===== src/rtl/flash_loader.sv =====
// -----------------------------------------------------------------------------
// flash_loader
// UART-to-serial-flash programmer. Receives command frames from the JTAG UART
// RX FIFO and drives the flash controller's sector-erase / page-program port.
// One status byte per frame ('K' = ok, '!' = error) goes back on the UART TX.
//
//   'E' A2 A1 A0            : erase sector at {A2,A1,A0}
//   'W' A2 A1 A0 N d0..     : program N data bytes (N = 0 means 256)
//
// Ports
//   clk_i, nreset_i           : clock, asynchronous active-low reset
//   uart_rxmt_i, uart_data_i  : RX FIFO empty flag / data (valid cycle after rd)
//   uart_rd_o                 : RX pop strobe (one cycle)
//   uart_txfl_i               : TX FIFO full
//   uart_data_o, uart_nwr_o   : TX byte / active-low write strobe
//   flash_addr_o              : erase/program start address
//   flash_datain_o            : byte shifted into the page buffer
//   flash_shift_bytes_o, flash_wren_o, flash_write_o, flash_sector_erase_o
//                             : controller strobes (one cycle each)
//   flash_busy_i, flash_illegal_write_i, flash_illegal_erase_i
//                             : controller status
//
// Configuration macro: FLASH_LOADER_CHECKSUM_EN
//   When defined, a 'W' frame that did not time out replies with the modulo-256
//   sum of its data bytes first, followed by the status byte.
// -----------------------------------------------------------------------------
module flash_loader #(
   parameter int unsigned TIMEOUT_CYCLES = 33_000_000
) (
   input  logic        clk_i,
   input  logic        nreset_i,
   input  logic        uart_rxmt_i,
   input  logic [7:0]  uart_data_i,
   output logic        uart_rd_o,
   input  logic        uart_txfl_i,
   output logic [7:0]  uart_data_o,
   output logic        uart_nwr_o,
   output logic [23:0] flash_addr_o,
   output logic [7:0]  flash_datain_o,
   output logic        flash_shift_bytes_o,
   output logic        flash_wren_o,
   output logic        flash_write_o,
   output logic        flash_sector_erase_o,
   input  logic        flash_busy_i,
   input  logic        flash_illegal_write_i,
   input  logic        flash_illegal_erase_i
);

   localparam int unsigned TW = (TIMEOUT_CYCLES > 1) ? $clog2(TIMEOUT_CYCLES) : 1;
   localparam logic [TW-1:0] TMO_LAST = TW'(TIMEOUT_CYCLES - 1);

   localparam logic [7:0] CMD_ERASE = 8'h45;
   localparam logic [7:0] CMD_WRITE = 8'h57;
   localparam logic [7:0] RSP_OK    = 8'h4B;
   localparam logic [7:0] RSP_ERR   = 8'h21;

   typedef enum logic [2:0] {
      S_IDLE, S_REQ, S_RD, S_LATCH, S_ERASE, S_PROG, S_WAIT_BUSY, S_REPLY
   } state_e;

   // Which frame byte the shared fetch substate is currently collecting.
   typedef enum logic [2:0] {
      F_CMD, F_A2, F_A1, F_A0, F_LEN, F_DATA
   } field_e;

`ifdef FLASH_LOADER_CHECKSUM_EN
   function automatic logic [7:0] sum8_add(input logic [7:0] acc, input logic [7:0] b);
      return acc + b;
   endfunction
`endif

   state_e        state_q, state_d;
   field_e        field_q, field_d;
   logic          is_w_q, is_w_d;
   logic          err_q, err_d;
   logic [8:0]    cnt_q, cnt_d;
   logic [TW-1:0] tmo_q, tmo_d;
   logic [1:0]    wb_q, wb_d;
   logic          rd_q, rd_d;
   logic          nwr_q, nwr_d;
   logic [7:0]    txd_q, txd_d;
   logic [23:0]   addr_q, addr_d;
   logic [7:0]    din_q, din_d;
   logic          shift_q, shift_d;
   logic          wren_q, wren_d;
   logic          write_q, write_d;
   logic          erase_q, erase_d;
   logic          more_s;
`ifdef FLASH_LOADER_CHECKSUM_EN
   logic [7:0]    sum_q, sum_d;
   logic          sum_pend_q, sum_pend_d;
`endif

   assign uart_rd_o            = rd_q;
   assign uart_nwr_o           = nwr_q;
   assign uart_data_o          = txd_q;
   assign flash_addr_o         = addr_q;
   assign flash_datain_o       = din_q;
   assign flash_shift_bytes_o  = shift_q;
   assign flash_wren_o         = wren_q;
   assign flash_write_o        = write_q;
   assign flash_sector_erase_o = erase_q;

   // Next-state and registered-output logic for the frame FSM.
   always_comb begin
      state_d  = state_q;
      field_d  = field_q;
      is_w_d   = is_w_q;
      err_d    = err_q;
      cnt_d    = cnt_q;
      tmo_d    = tmo_q;
      wb_d     = wb_q;
      txd_d    = txd_q;
      addr_d   = addr_q;
      din_d    = din_q;
      rd_d     = 1'b0;
      nwr_d    = 1'b1;
      shift_d  = 1'b0;
      wren_d   = 1'b0;
      write_d  = 1'b0;
      erase_d  = 1'b0;
      more_s   = 1'b0;
`ifdef FLASH_LOADER_CHECKSUM_EN
      sum_d      = sum_q;
      sum_pend_d = sum_pend_q;
`endif

      case (state_q)
         S_IDLE: begin
            field_d = F_CMD;
            is_w_d  = 1'b0;
            err_d   = 1'b0;
            tmo_d   = '0;
`ifdef FLASH_LOADER_CHECKSUM_EN
            sum_d      = 8'h00;
            sum_pend_d = 1'b0;
`endif
            // No timeout while waiting for a command byte.
            if (!uart_rxmt_i) begin
               rd_d    = 1'b1;
               state_d = S_RD;
            end else begin
               state_d = S_IDLE;
            end
         end

         S_REQ: begin
            if (!uart_rxmt_i) begin
               rd_d    = 1'b1;
               state_d = S_RD;
            end else if (tmo_q == TMO_LAST) begin
               // Abandon the frame; no flash strobe follows a timeout.
               err_d   = 1'b1;
               state_d = S_REPLY;
`ifdef FLASH_LOADER_CHECKSUM_EN
               sum_pend_d = 1'b0;
`endif
            end else begin
               tmo_d = tmo_q + TW'(1);
            end
         end

         // Pop strobe is visible this cycle; data arrives next cycle.
         S_RD: begin
            state_d = S_LATCH;
         end

         S_LATCH: begin
            tmo_d = '0;
            case (field_q)
               F_CMD: begin
                  if (uart_data_i == CMD_ERASE) begin
                     is_w_d  = 1'b0;
                     field_d = F_A2;
                     more_s  = 1'b1;
                  end else if (uart_data_i == CMD_WRITE) begin
                     is_w_d  = 1'b1;
                     field_d = F_A2;
                     more_s  = 1'b1;
                  end else begin
                     // Unknown command: reply at once, rest of frame untouched.
                     err_d   = 1'b1;
                     state_d = S_REPLY;
                  end
               end
               F_A2: begin
                  addr_d  = {uart_data_i, addr_q[15:0]};
                  field_d = F_A1;
                  more_s  = 1'b1;
               end
               F_A1: begin
                  addr_d  = {addr_q[23:16], uart_data_i, addr_q[7:0]};
                  field_d = F_A0;
                  more_s  = 1'b1;
               end
               F_A0: begin
                  addr_d = {addr_q[23:8], uart_data_i};
                  if (is_w_q) begin
                     field_d = F_LEN;
                     more_s  = 1'b1;
                  end else begin
                     state_d = S_ERASE;
                  end
               end
               F_LEN: begin
                  cnt_d   = (uart_data_i == 8'h00) ? 9'd256 : {1'b0, uart_data_i};
                  field_d = F_DATA;
                  more_s  = 1'b1;
`ifdef FLASH_LOADER_CHECKSUM_EN
                  sum_pend_d = 1'b1;
`endif
               end
               F_DATA: begin
                  // Shift happens next cycle, overlapped with the next fetch.
                  din_d   = uart_data_i;
                  shift_d = 1'b1;
                  wren_d  = 1'b1;
                  cnt_d   = cnt_q - 9'd1;
`ifdef FLASH_LOADER_CHECKSUM_EN
                  sum_d = sum8_add(sum_q, uart_data_i);
`endif
                  if (cnt_q == 9'd1) begin
                     state_d = S_PROG;
                  end else begin
                     more_s = 1'b1;
                  end
               end
               default: begin
                  err_d   = 1'b1;
                  state_d = S_REPLY;
               end
            endcase
            // Chain straight into the next pop when a byte is already waiting.
            if (more_s) begin
               if (!uart_rxmt_i) begin
                  rd_d    = 1'b1;
                  state_d = S_RD;
               end else begin
                  state_d = S_REQ;
               end
            end else begin
               rd_d = 1'b0;
            end
         end

         S_ERASE: begin
            erase_d = 1'b1;
            wren_d  = 1'b1;
            wb_d    = 2'd0;
            state_d = S_WAIT_BUSY;
         end

         S_PROG: begin
            write_d = 1'b1;
            wren_d  = 1'b1;
            wb_d    = 2'd0;
            state_d = S_WAIT_BUSY;
         end

         S_WAIT_BUSY: begin
            if (flash_illegal_write_i || flash_illegal_erase_i) begin
               err_d = 1'b1;
            end else begin
               err_d = err_q;
            end
            // Busy is not yet valid during the first two cycles after the strobe.
            if (wb_q != 2'd2) begin
               wb_d = wb_q + 2'd1;
            end else if (!flash_busy_i) begin
               state_d = S_REPLY;
            end else begin
               state_d = S_WAIT_BUSY;
            end
         end

         S_REPLY: begin
            // Requiring nwr_q high keeps back-to-back bytes as separate strobes.
            if (!uart_txfl_i && nwr_q) begin
               nwr_d = 1'b0;
`ifdef FLASH_LOADER_CHECKSUM_EN
               if (sum_pend_q) begin
                  txd_d      = sum_q;
                  sum_pend_d = 1'b0;
               end else begin
                  txd_d   = err_q ? RSP_ERR : RSP_OK;
                  state_d = S_IDLE;
               end
`else
               txd_d   = err_q ? RSP_ERR : RSP_OK;
               state_d = S_IDLE;
`endif
            end else begin
               nwr_d = 1'b1;
            end
         end

         default: begin
            state_d = S_IDLE;
         end
      endcase
   end

   // State and output registers.
   always_ff @(posedge clk_i or negedge nreset_i) begin
      if (!nreset_i) begin
         state_q <= S_IDLE;
         field_q <= F_CMD;
         is_w_q  <= 1'b0;
         err_q   <= 1'b0;
         cnt_q   <= 9'd0;
         tmo_q   <= '0;
         wb_q    <= 2'd0;
         rd_q    <= 1'b0;
         nwr_q   <= 1'b1;
         txd_q   <= 8'h00;
         addr_q  <= 24'h000000;
         din_q   <= 8'h00;
         shift_q <= 1'b0;
         wren_q  <= 1'b0;
         write_q <= 1'b0;
         erase_q <= 1'b0;
`ifdef FLASH_LOADER_CHECKSUM_EN
         sum_q      <= 8'h00;
         sum_pend_q <= 1'b0;
`endif
      end else begin
         state_q <= state_d;
         field_q <= field_d;
         is_w_q  <= is_w_d;
         err_q   <= err_d;
         cnt_q   <= cnt_d;
         tmo_q   <= tmo_d;
         wb_q    <= wb_d;
         rd_q    <= rd_d;
         nwr_q   <= nwr_d;
         txd_q   <= txd_d;
         addr_q  <= addr_d;
         din_q   <= din_d;
         shift_q <= shift_d;
         wren_q  <= wren_d;
         write_q <= write_d;
         erase_q <= erase_d;
`ifdef FLASH_LOADER_CHECKSUM_EN
         sum_q      <= sum_d;
         sum_pend_q <= sum_pend_d;
`endif
      end
   end

endmodule


===== config.mk =====
export PLATFORM = sky130hd
export DESIGN_NAME = flash_loader
export DESIGN_NICKNAME = d
export VERILOG_FILES = /design/src/rtl/flash_loader.sv
export SDC_FILE = /design/constraint.sdc
export NUM_CORES = 1
export LEC_CHECK = 0
export CAP_MARGIN = 20
export CORE_MARGIN = 2
export CORE_UTILIZATION = 50
export CTS_BUF_LIST = sky130_fd_sc_hd__clkbuf_8
export DETAILED_ROUTE_END_ITERATION = 12
export GPL_ROUTABILITY_DRIVEN = 0
export HOLD_SLACK_MARGIN = 0.06
export PLACE_DENSITY = 0.75
export SYNTH_ARGS = -nofsm -noshare
export SYNTH_HDL_FRONTEND = slang
export SYNTH_SLANG_ARGS = --single-unit

===== constraint.sdc =====
create_clock -name clk_i -period 4.4 [get_ports clk_i]
set_input_delay 0.88 -clock clk_i [delete_from_list [all_inputs] [get_ports clk_i]]
set_output_delay 0.88 -clock clk_i [all_outputs]
set_load 0.05 [all_outputs]

# [Word-level counts from Yosys, hierarchy flattened]
# Cells that the tools add are included.
[classes] addsub=3 mul=0 n_div=0 n_lt_le_gt_ge=0 eq_ne=38 n_shift=0 n_mux=55 bitwise=3 reduce_logical=28
[ops] cell="case mux 24 bit (3 select lines)" n=1
[ops] cell="2-to-1 mux 25 bit" n=2
[ops] cell="case mux 25 bit (2 select lines)" n=1
[ops] cell="2-to-1 mux 3 bit" n=12
[ops] cell="adder 25 x 1 -> 25 bit, second input constant" n=1
[ops] cell="equality test 25 bit, second input constant" n=1
[ops] cell="2-to-1 mux 1 bit" n=22
[ops] cell="case mux 3 bit (7 select lines)" n=1
[ops] cell="!= test 4 bit, second input constant" n=5
[ops] cell="equality test 3 bit, second input constant" n=6
[ops] cell="!= test 2 bit, second input constant" n=9
[ops] cell="!= test 3 bit, second input constant" n=6
[ops] cell="case mux 9 bit (2 select lines)" n=1
[ops] cell="equality test 8 x 7 -> 1 bit, second input constant" n=2
[ops] cell="AND reduction 4 bit" n=4
[ops] cell="case mux 3 bit (5 select lines)" n=1
[ops] cell="equality test 3 x 2 -> 1 bit, second input constant" n=4
[ops] cell="case mux 3 bit (4 select lines)" n=1
[ops] cell="equality test 9 x 1 -> 1 bit, second input constant" n=1
[ops] cell="2-to-1 mux 9 bit" n=1
[ops] cell="subtractor 9 x 1 -> 9 bit, second input constant" n=1
[ops] cell="zero test 8 bit" n=1
[ops] cell="case mux 1 bit (2 select lines)" n=4
[ops] cell="case mux 1 bit (4 select lines)" n=2
[ops] cell="other kinds (22)" n=37
[totals] ff_bits=90 latch_bits=0 ram_bits=0 romBits=0 in_bits=15 output_inout_bits=46 elab_cells=145 mem_count=0

# [Depth between registers and ports, before layout]
# Gate-level depths: netlist (run 1).
[depth] depth_word=7 mapped_depth=7 mapped_depth_nobuf=7

# [Worst setup path before layout (run 1)]
# No wires, ideal clock.
[synth_timing] kind="input to register" startpoint="input uart_data_i[5]" endpoint="register state_q[0]" arrival_ns=1.890 required_ns=4.279 path_slack_ns=2.389 path_stages=5 path_buffers=0 cell_sequence="nor3_1 a31oi_1 a2bb2oi_2 o221a_2 o22a_1"
[synth_between] elab_chain_cells=7 word_cells_on_any_way=14 classes_between="eq/ne: 7; mux: 6; reduce/logical: 1"
[synth_rtl] item="start, declared" line_no="33" rtl="input logic [7:0] uart_data_i,"
[synth_rtl] item="equality test 8 x 7 -> 1 bit" line_no="176" rtl="end else if (uart_data_i == CMD_WRITE) begin"
[synth_rtl] item="2-to-1 mux 1 bit" line_no="176"
[synth_rtl] item="2-to-1 mux 1 bit" line_no="172" rtl="if (uart_data_i == CMD_ERASE) begin"
[synth_rtl] item="case mux 1 bit (4 select lines)" line_no="170" rtl="case (field_q)"
[synth_rtl] item="2-to-1 mux 1 bit" line_no="128" rtl="case (state_q)"
[synth_rtl] item="!= test 4 bit (no source line), or another cell as far along"
[synth_rtl] item="AND reduction 8 bit (no source line) / case mux 3 bit (7 select lines) (equally long branches)"
[synth_rtl] item="end signal, assigned" line_no="327" rtl="state_q <= state_d;"
[synth_rtl] item="end, declared" line_no="72" rtl="state_e state_q, state_d;"
# Parallel ways exist; a longest one is shown, timed or not. The select of a mux whose other input is x is not followed.
# A chain may end at the register's enable or synchronous reset.

# [Final worst setup path (run 1)]
[layout_timing] startpoint="register nwr_q, in the netlist uart_nwr_o" endpoint="output uart_nwr_o"
[layout_rtl] item="start, declared" line_no="80" rtl="logic nwr_q, nwr_d;"
[layout_rtl] item="start signal, assigned" line_no="335" rtl="nwr_q <= nwr_d;"
[layout_rtl] item="end, declared" line_no="37" rtl="output logic uart_nwr_o,"
# No word-level cell between the ends.

==> run summary, run 1 <==
GLOBAL ROUTE
----------------------------------------------------------------------------------------
Largest net degree at the start of global routing .........................           71
Met3 demand-to-capacity share in global routing ...........................      0.07582
Met1 routing resource usage after global routing ..........................       0.2750
Via count of the first global-routing pass ................................         3178
Leftover overflow at the end of global routing ............................            0
Antenna violations before repair ..........................................            0
Global-route wire length before repair ....................................     15170 um
Routing layer with the top usage in global route ..........................         met2
Total global-route track usage ............................................       0.2177
Fraction of met2 tracks used by global routing ............................       0.3463

FINAL LAYOUT
----------------------------------------------------------------------------------------
Fraction of final layout cells sized beyond drive strength 1 ..............       0.1425
Area growth, synth to finish ..............................................       20.29%
Final #Nets ...............................................................          470
Post-Route Utilization ....................................................       0.6124
Commonest cells after routing, fill and taps aside ........................ dfrtp_1 (84), clkdlybuf4s50_1 (56), nor2_1 (50), mux2_2 (33), nand2_1 (30)
Number of antenna repair diodes ...........................................            0
Count of non-filler cells in the finished layout ..........................          561
Post-route cell area ......................................................   4956 sq um
Number of inserted filler cells in the final layout .......................          720
Leading cell type in the layout, fill and taps excluded ...................      dfrtp_1

PLACED DESIGN
----------------------------------------------------------------------------------------
Placed Instance Area ......................................................   4745 sq um
Total placed cells including tap cells ....................................          545
Setup WS pre-CTS ..........................................................      1633 ps
Total of buffers placed on input and output ports .........................           57
Half-perimeter wire length after detailed placement .......................      6163 um

STA
----------------------------------------------------------------------------------------
Final setup vio count .....................................................            0
Clock tree skew after final layout ........................................     17.38 ps
Worst slew margin relative to its limit ...................................       0.4172
Setup Total Neg Slack .....................................................         0 ps
Portion of the clock cycle consumed by the worst path in the final layout .       0.5860
Actual transition at the worst max-transition pin .........................     874.3 ps
Period minus WS final .....................................................      2578 ps
Hold Worst Slack ..........................................................     471.6 ps
Setup slack after layout ..................................................      1822 ps
Maximum clock frequency ...................................................   0.3878 GHz
Final hold violations .....................................................            0
Pins over their slew limit ................................................            0
RSZ-0062 raised after global routing ......................................           no

YOSYS
----------------------------------------------------------------------------------------
Count of synthesis-stage warnings from yosys ..............................            0
Fraction of registers with async set or reset after synthesis .............        1.000
Predominant post-synthesis flop cell ......................................      dfrtp_1
Mapped Avg Cell Area ......................................................  10.35 sq um
Post-synthesis sequential element count ...................................           85
Area of the mapped netlist ................................................   4120 sq um
Post-synthesis sequential area ratio ......................................       0.5166
Number of enable-type register cells in the synthesized netlist ...........            0
Count of cell types in the netlist ........................................           53
Mapped Cells ..............................................................          398

DETAILED ROUTING
----------------------------------------------------------------------------------------
Starting DRC count in detailed routing ....................................          144
Average wire per standard cell ............................................     16.12 um
Via count .................................................................         3184
Detail-routed via count per cell ..........................................        5.676
1st-pass router iterations ................................................            4
Antenna-violating nets left ...............................................            0
Final wirelength ..........................................................      9046 um
DRC violations left .......................................................            0

DIE
----------------------------------------------------------------------------------------
I/O pin count .............................................................           61
Die H .....................................................................     94.78 um
Floorplan die area ........................................................   8982 sq um
Starting utilization of the core area .....................................       0.5091
CORE AREA .................................................................   8093 sq um
Cell row count ............................................................           33
Horizontal extent of the die ..............................................     94.78 um

RUN
----------------------------------------------------------------------------------------
Max-cap viol count ........................................................            0

CRITICAL PATH
----------------------------------------------------------------------------------------
Crit Reg-Reg Startpoint ...................................................   state_q[1]
Setup crit start ..........................................................   uart_nwr_o
Buf/Inv on CP .............................................................            1
Kind of end point of the critical path ....................................   output pin
Required time at the endpoint of the critical path ........................      3520 ps
Cell Chain, Critical Path ................................................. clkdlybuf4s50_1
Number of cells traversed by the worst register-to-register path ..........            5
Critical Path Start Type ..................................................         flop
Slowest-stage cell, CP .................................................... clkdlybuf4s50_1
Maximum net fanout on the critical path ...................................            2
Crit. path cell count .....................................................            1
Top cell family by delay on the critical path ............................. buffers and inverters
WP data arrival ...........................................................      1700 ps
Largest stage delay, worst path ...........................................       800 ps
Critical setup path kind .................................................. flop to output pin

CTS
----------------------------------------------------------------------------------------
CTS root buf ..............................................................     clkbuf_8
CTS HTree Levels ..........................................................            3
Worst-path clk slew .......................................................       100 ps
Worst-skew pair later-pin latency .........................................       360 ps
Max Buffers Root-to-Sink ..................................................            2
Post-CTS sizing ...........................................................            0
Hold Buf Count CTS ........................................................            0
CTS tree ..................................................................          yes
Number of setup buffers added after CTS ...................................            0
Number of buffers inserted during clock tree synthesis ....................            9
TritonCTS sink count ......................................................           85

HOLD PATH
----------------------------------------------------------------------------------------
Tightest Hold Check Type .................................................. flop to flop
Worst hold start .......................................................... uart_data_o[0]
Instance count along the most critical hold path ..........................            1

RUN STATUS
----------------------------------------------------------------------------------------
Result of the run ......................................................... finished clean

PWR
----------------------------------------------------------------------------------------
Leakage ...................................................................     2.181 nW
Cell Pwr Density .......................................................... 459.4 nW/um^2
Max IR drop VDD ...........................................................     363.1 uV
Total Power ...............................................................     2.277 mW

==> where the power goes <==
part           leakage, nW  total (mW)  switching, mW  internal, mW
Combinational        0.970       0.707          0.452         0.255
Sequential            1.10       0.971          0.103         0.868
Clock                0.109       0.599          0.321         0.278
Total                 2.18        2.28          0.877          1.40
==> cells in the mapped netlist, types with 3 or more instances <==
library cell | count | area share
xor2_1 | 16 | 0.034
nor2b_1 | 3 | 0.0046
and3_1 | 6 | 0.0091
dfrtp_1 | 84 | 0.51
o31ai_1 | 4 | 0.0073
buf_2 | 4 | 0.0049
clkbuf_1 | 9 | 0.0082
o21ai_0 | 17 | 0.021
and2_1 | 3 | 0.0046
and4_1 | 3 | 0.0064
xnor2_1 | 4 | 0.0085
a31oi_1 | 5 | 0.0076
mux2_2 | 33 | 0.090
a21oi_1 | 24 | 0.029
nand2b_1 | 4 | 0.0061
inv_1 | 10 | 0.0091
nand2_1 | 30 | 0.027
nand3_1 | 12 | 0.015
buf_4 | 6 | 0.011
nand4_1 | 9 | 0.014
ha_1 | 4 | 0.012
o22a_1 | 7 | 0.015
nor2_1 | 50 | 0.046
nor3_1 | 6 | 0.0073
or3_1 | 7 | 0.011
o211ai_1 | 4 | 0.0073
==> layer usage <==
layer  wire [um]  part of all wire
met1        3815              0.42
met2        4342              0.48
met3         738             0.082
met4         149             0.016
met5           0                 0
==> final cells by class <==
class	count	area, sq um	share of cell area
clock buffers	9	123.9	0.02499
clock inverters	7	87.58	0.01767
inverters	10	37.54	0.007574
multi-input cells	285	1857	0.3747
flip-flops and latches	85	2128	0.4294
well taps	105	131.4	0.02651
repair buffers	60	590.6	0.1192
==> path summary, 6_finish.rpt <==
path / endpoint / slack, ps
setup / recovery: uart_nwr_o / 1820
hold / removal: uart_data_o[0] / 470
setup reg to reg: cnt_q[0] / 2290
hold reg to reg: uart_data_o[0] / 470
max in group asynchronous: flash_addr_o[16] / 3020
min in group asynchronous: tmo_q[12] / 640
==> flip-flops by register name, summed over array words and instances, names as in the netlist <==
signal / count
flash_addr_o: 24
uart_nwr_o: 1
flash_shift_bytes_o: 1
uart_rd_o: 1
flash_sector_erase_o: 1
field_q: 3
wb_q: 2
err_q: 1
flash_wren_o: 1
cnt_q: 9
uart_data_o: 3
is_w_q: 1
flash_datain_o: 8
tmo_q: 25
flash_write_o: 1
state_q: 3
==> kinds of logic (layout without fill, tap and decap cells) <==
family,after synthesis,after routing,synth area share
and+or+nand+nor,148,148,0.1813
adders and majority gates,4,4,0.01215
AOI/OAI and AO/OA,75,75,0.1157
muxes,35,35,0.09505
buffers and inverters,30,86,0.03583
xor gates and xnor gates,20,20,0.04251
DFF,85,85,0.5166
other,1,3,0.0009101
Note: power is estimated with default switching activity, not from simulation.
==> inputs of run 2 (changes only) <==
==> constraint.sdc (replaced) <==
create_clock -name clk_i -period 2.4 [get_ports clk_i]
set_input_delay 0.48 -clock clk_i [delete_from_list [all_inputs] [get_ports clk_i]]
set_output_delay 0.48 -clock clk_i [all_outputs]
set_load 0.05 [all_outputs]
==> run 2 against run 1 <==
Net effect: combinational power up 99%; sequential power up 78%; die area unchanged; worst setup slack worse by 1600 ps; critical endpoint unchanged; largest power group unchanged.
==> run summary, run 2 (synthesis gave the netlist of run 1 again) <==
RUN STATUS
----------------------------------------------------------------------------------------
Result of the run ......................................................... finished clean

CTS
----------------------------------------------------------------------------------------
Worst-path clk slew .......................................................        90 ps
TritonCTS sink count ......................................................           85
Hold Buf Count CTS ........................................................            0
CTS tree ..................................................................          yes
Max Buffers Root-to-Sink ..................................................            2
Number of buffers inserted during clock tree synthesis ....................            9
Worst-skew pair later-pin latency .........................................       360 ps
Number of setup buffers added after CTS ...................................            0
CTS root buf ..............................................................     clkbuf_8
Post-CTS sizing ...........................................................            0
CTS HTree Levels ..........................................................            3

PWR
----------------------------------------------------------------------------------------
Max IR drop VDD ...........................................................     663.6 uV
Total Power ...............................................................     4.173 mW
Cell Pwr Density .......................................................... 823.5 nW/um^2
Leakage ...................................................................     2.242 nW

DIE
----------------------------------------------------------------------------------------
Floorplan die area ........................................................   8982 sq um
I/O pin count .............................................................           61
Starting utilization of the core area .....................................       0.5091
Cell row count ............................................................           33
CORE AREA .................................................................   8093 sq um
Die H .....................................................................     94.78 um
Horizontal extent of the die ..............................................     94.78 um

CRITICAL PATH
----------------------------------------------------------------------------------------
Largest stage delay, worst path ...........................................       800 ps
Crit Reg-Reg Startpoint ...................................................     tmo_q[7]
Setup slack of the worst register-to-register path ........................       350 ps
Worst reg2reg endpoint ....................................................     tmo_q[1]
WP data arrival ...........................................................      1690 ps
Critical setup path kind .................................................. flop to output pin
Number of cells traversed by the worst register-to-register path ..........            5
Critical Path Start Type ..................................................         flop
Maximum net fanout on the critical path ...................................            2
Kind of end point of the critical path ....................................   output pin
Slowest-stage cell, CP .................................................... clkdlybuf4s50_1
Top cell family by delay on the critical path ............................. buffers and inverters
Buf/Inv on CP .............................................................            1
Required time at the endpoint of the critical path ........................      1920 ps
Cell Chain, Critical Path ................................................. clkdlybuf4s50_1

DETAILED ROUTING
----------------------------------------------------------------------------------------
DR WL met3 ................................................................       666 um
Antenna-violating nets left ...............................................            0
Final wirelength ..........................................................      9440 um
1st-pass router iterations ................................................            4
Met2 routed wirelength ....................................................      4498 um
Via count .................................................................         3260
Starting DRC count in detailed routing ....................................          164
Average wire per standard cell ............................................     16.39 um
DRC violations left .......................................................            0
Top routing layer used ....................................................         met4
Met1 wire length ..........................................................      4112 um
Detail-routed via count per cell ..........................................        5.660

GLOBAL ROUTE
----------------------------------------------------------------------------------------
Global-route wire length before repair ....................................     15350 um
Antenna violations before repair ..........................................            0
Leftover overflow at the end of global routing ............................            0
Via count of the first global-routing pass ................................         3220
Total global-route track usage ............................................       0.2219
Largest net degree at the start of global routing .........................           54

STA
----------------------------------------------------------------------------------------
Setup slack after layout ..................................................     228.5 ps
Setup Total Neg Slack .....................................................         0 ps
Pins over their slew limit ................................................            0
Period minus WS final .....................................................      2171 ps
Maximum clock frequency ...................................................   0.4605 GHz
Actual transition at the worst max-transition pin .........................     551.0 ps
Clock tree skew after final layout ........................................     7.771 ps
Final setup vio count .....................................................            0
RSZ-0062 raised after global routing ......................................           no
Final hold violations .....................................................            0
Worst slew margin relative to its limit ...................................       0.6315
Portion of the clock cycle consumed by the worst path in the final layout .       0.9048

HOLD PATH
----------------------------------------------------------------------------------------
Tightest Hold Check Type .................................................. input pin to asynchronous set/reset pin

FINAL LAYOUT
----------------------------------------------------------------------------------------
Multi-input combinational cell area .......................................   1857 sq um
Commonest cells after routing, fill and taps aside ........................ dfrtp_1 (84), clkdlybuf4s50_1 (56), nor2_1 (50), mux2_2 (33), nand2_1 (30)
Largest reg by FF count ...................................................        tmo_q
Leading cell type in the layout, fill and taps excluded ...................      dfrtp_1
Fraction of final layout cells sized beyond drive strength 1 ..............       0.1677
Largest register FFs ......................................................           25
Register area .............................................................   2128 sq um
Area growth, synth to finish ..............................................       22.99%
Final #Nets ...............................................................          485
Post-Route Utilization ....................................................       0.6262
Number of inserted filler cells in the final layout .......................          688
Number of antenna repair diodes ...........................................            0

PLACED DESIGN
----------------------------------------------------------------------------------------
Half-perimeter wire length after detailed placement .......................      6588 um
Setup WS pre-CTS ..........................................................     127.6 ps
Total of buffers placed on input and output ports .........................           57

RUN
----------------------------------------------------------------------------------------
Max-cap viol count ........................................................            0

-- run 2: worst max path at each step --
stage	start	end	slack [ps]	depth (start not counted)
after floorplan	cnt_q[0]	cnt_q[8]	650	7
after global placement	uart_data_i[5]	state_q[0]	170	7
after detailed placement	uart_data_i[5]	state_q[0]	130	7
after CTS	uart_nwr_o	uart_nwr_o	210	1
after global routing	uart_nwr_o	uart_nwr_o	200	1
final	uart_nwr_o	uart_nwr_o	230	1
-- run 2: power by group --
part           switching [mW]  leakage, nW  internal, mW
logic                   0.896         1.05         0.512
registers               0.140         1.10          1.59
clock network           0.548       0.0937         0.485
-- run 2: final cells by class --
class / instances / share of cell area
Clock buffer: 9 / 0.02444
Clock inverter: 7 / 0.01457
Inverter: 10 / 0.007407
Multi-Input combinational cell: 285 / 0.3664
Sequential cell: 85 / 0.4200
Tap cell: 105 / 0.02593
Timing Repair Buffer: 75 / 0.1412
-- run 2: per-layer routing --
| metal | GRT usage | vias up |
|---|---|---|
| li1 | - | 1545 |
| met1 | 0.2848 | 1606 |
| met2 | 0.3593 | 95 |
| met3 | 0.07183 | 14 |
| met4 | 0.06763 | 0 |
| met5 | 0 | - |
-- run 2: metrics by stage --
stage,hold slack [ps],std cells,area (sq um)
after detailed placement,459.6,560,4870
after floorplan,184.4,400,4128
after CTS,73.15,576,5067
after global routing,78.48,576,5067
after global placement,451.9,560,4870
final,61.76,576,5067
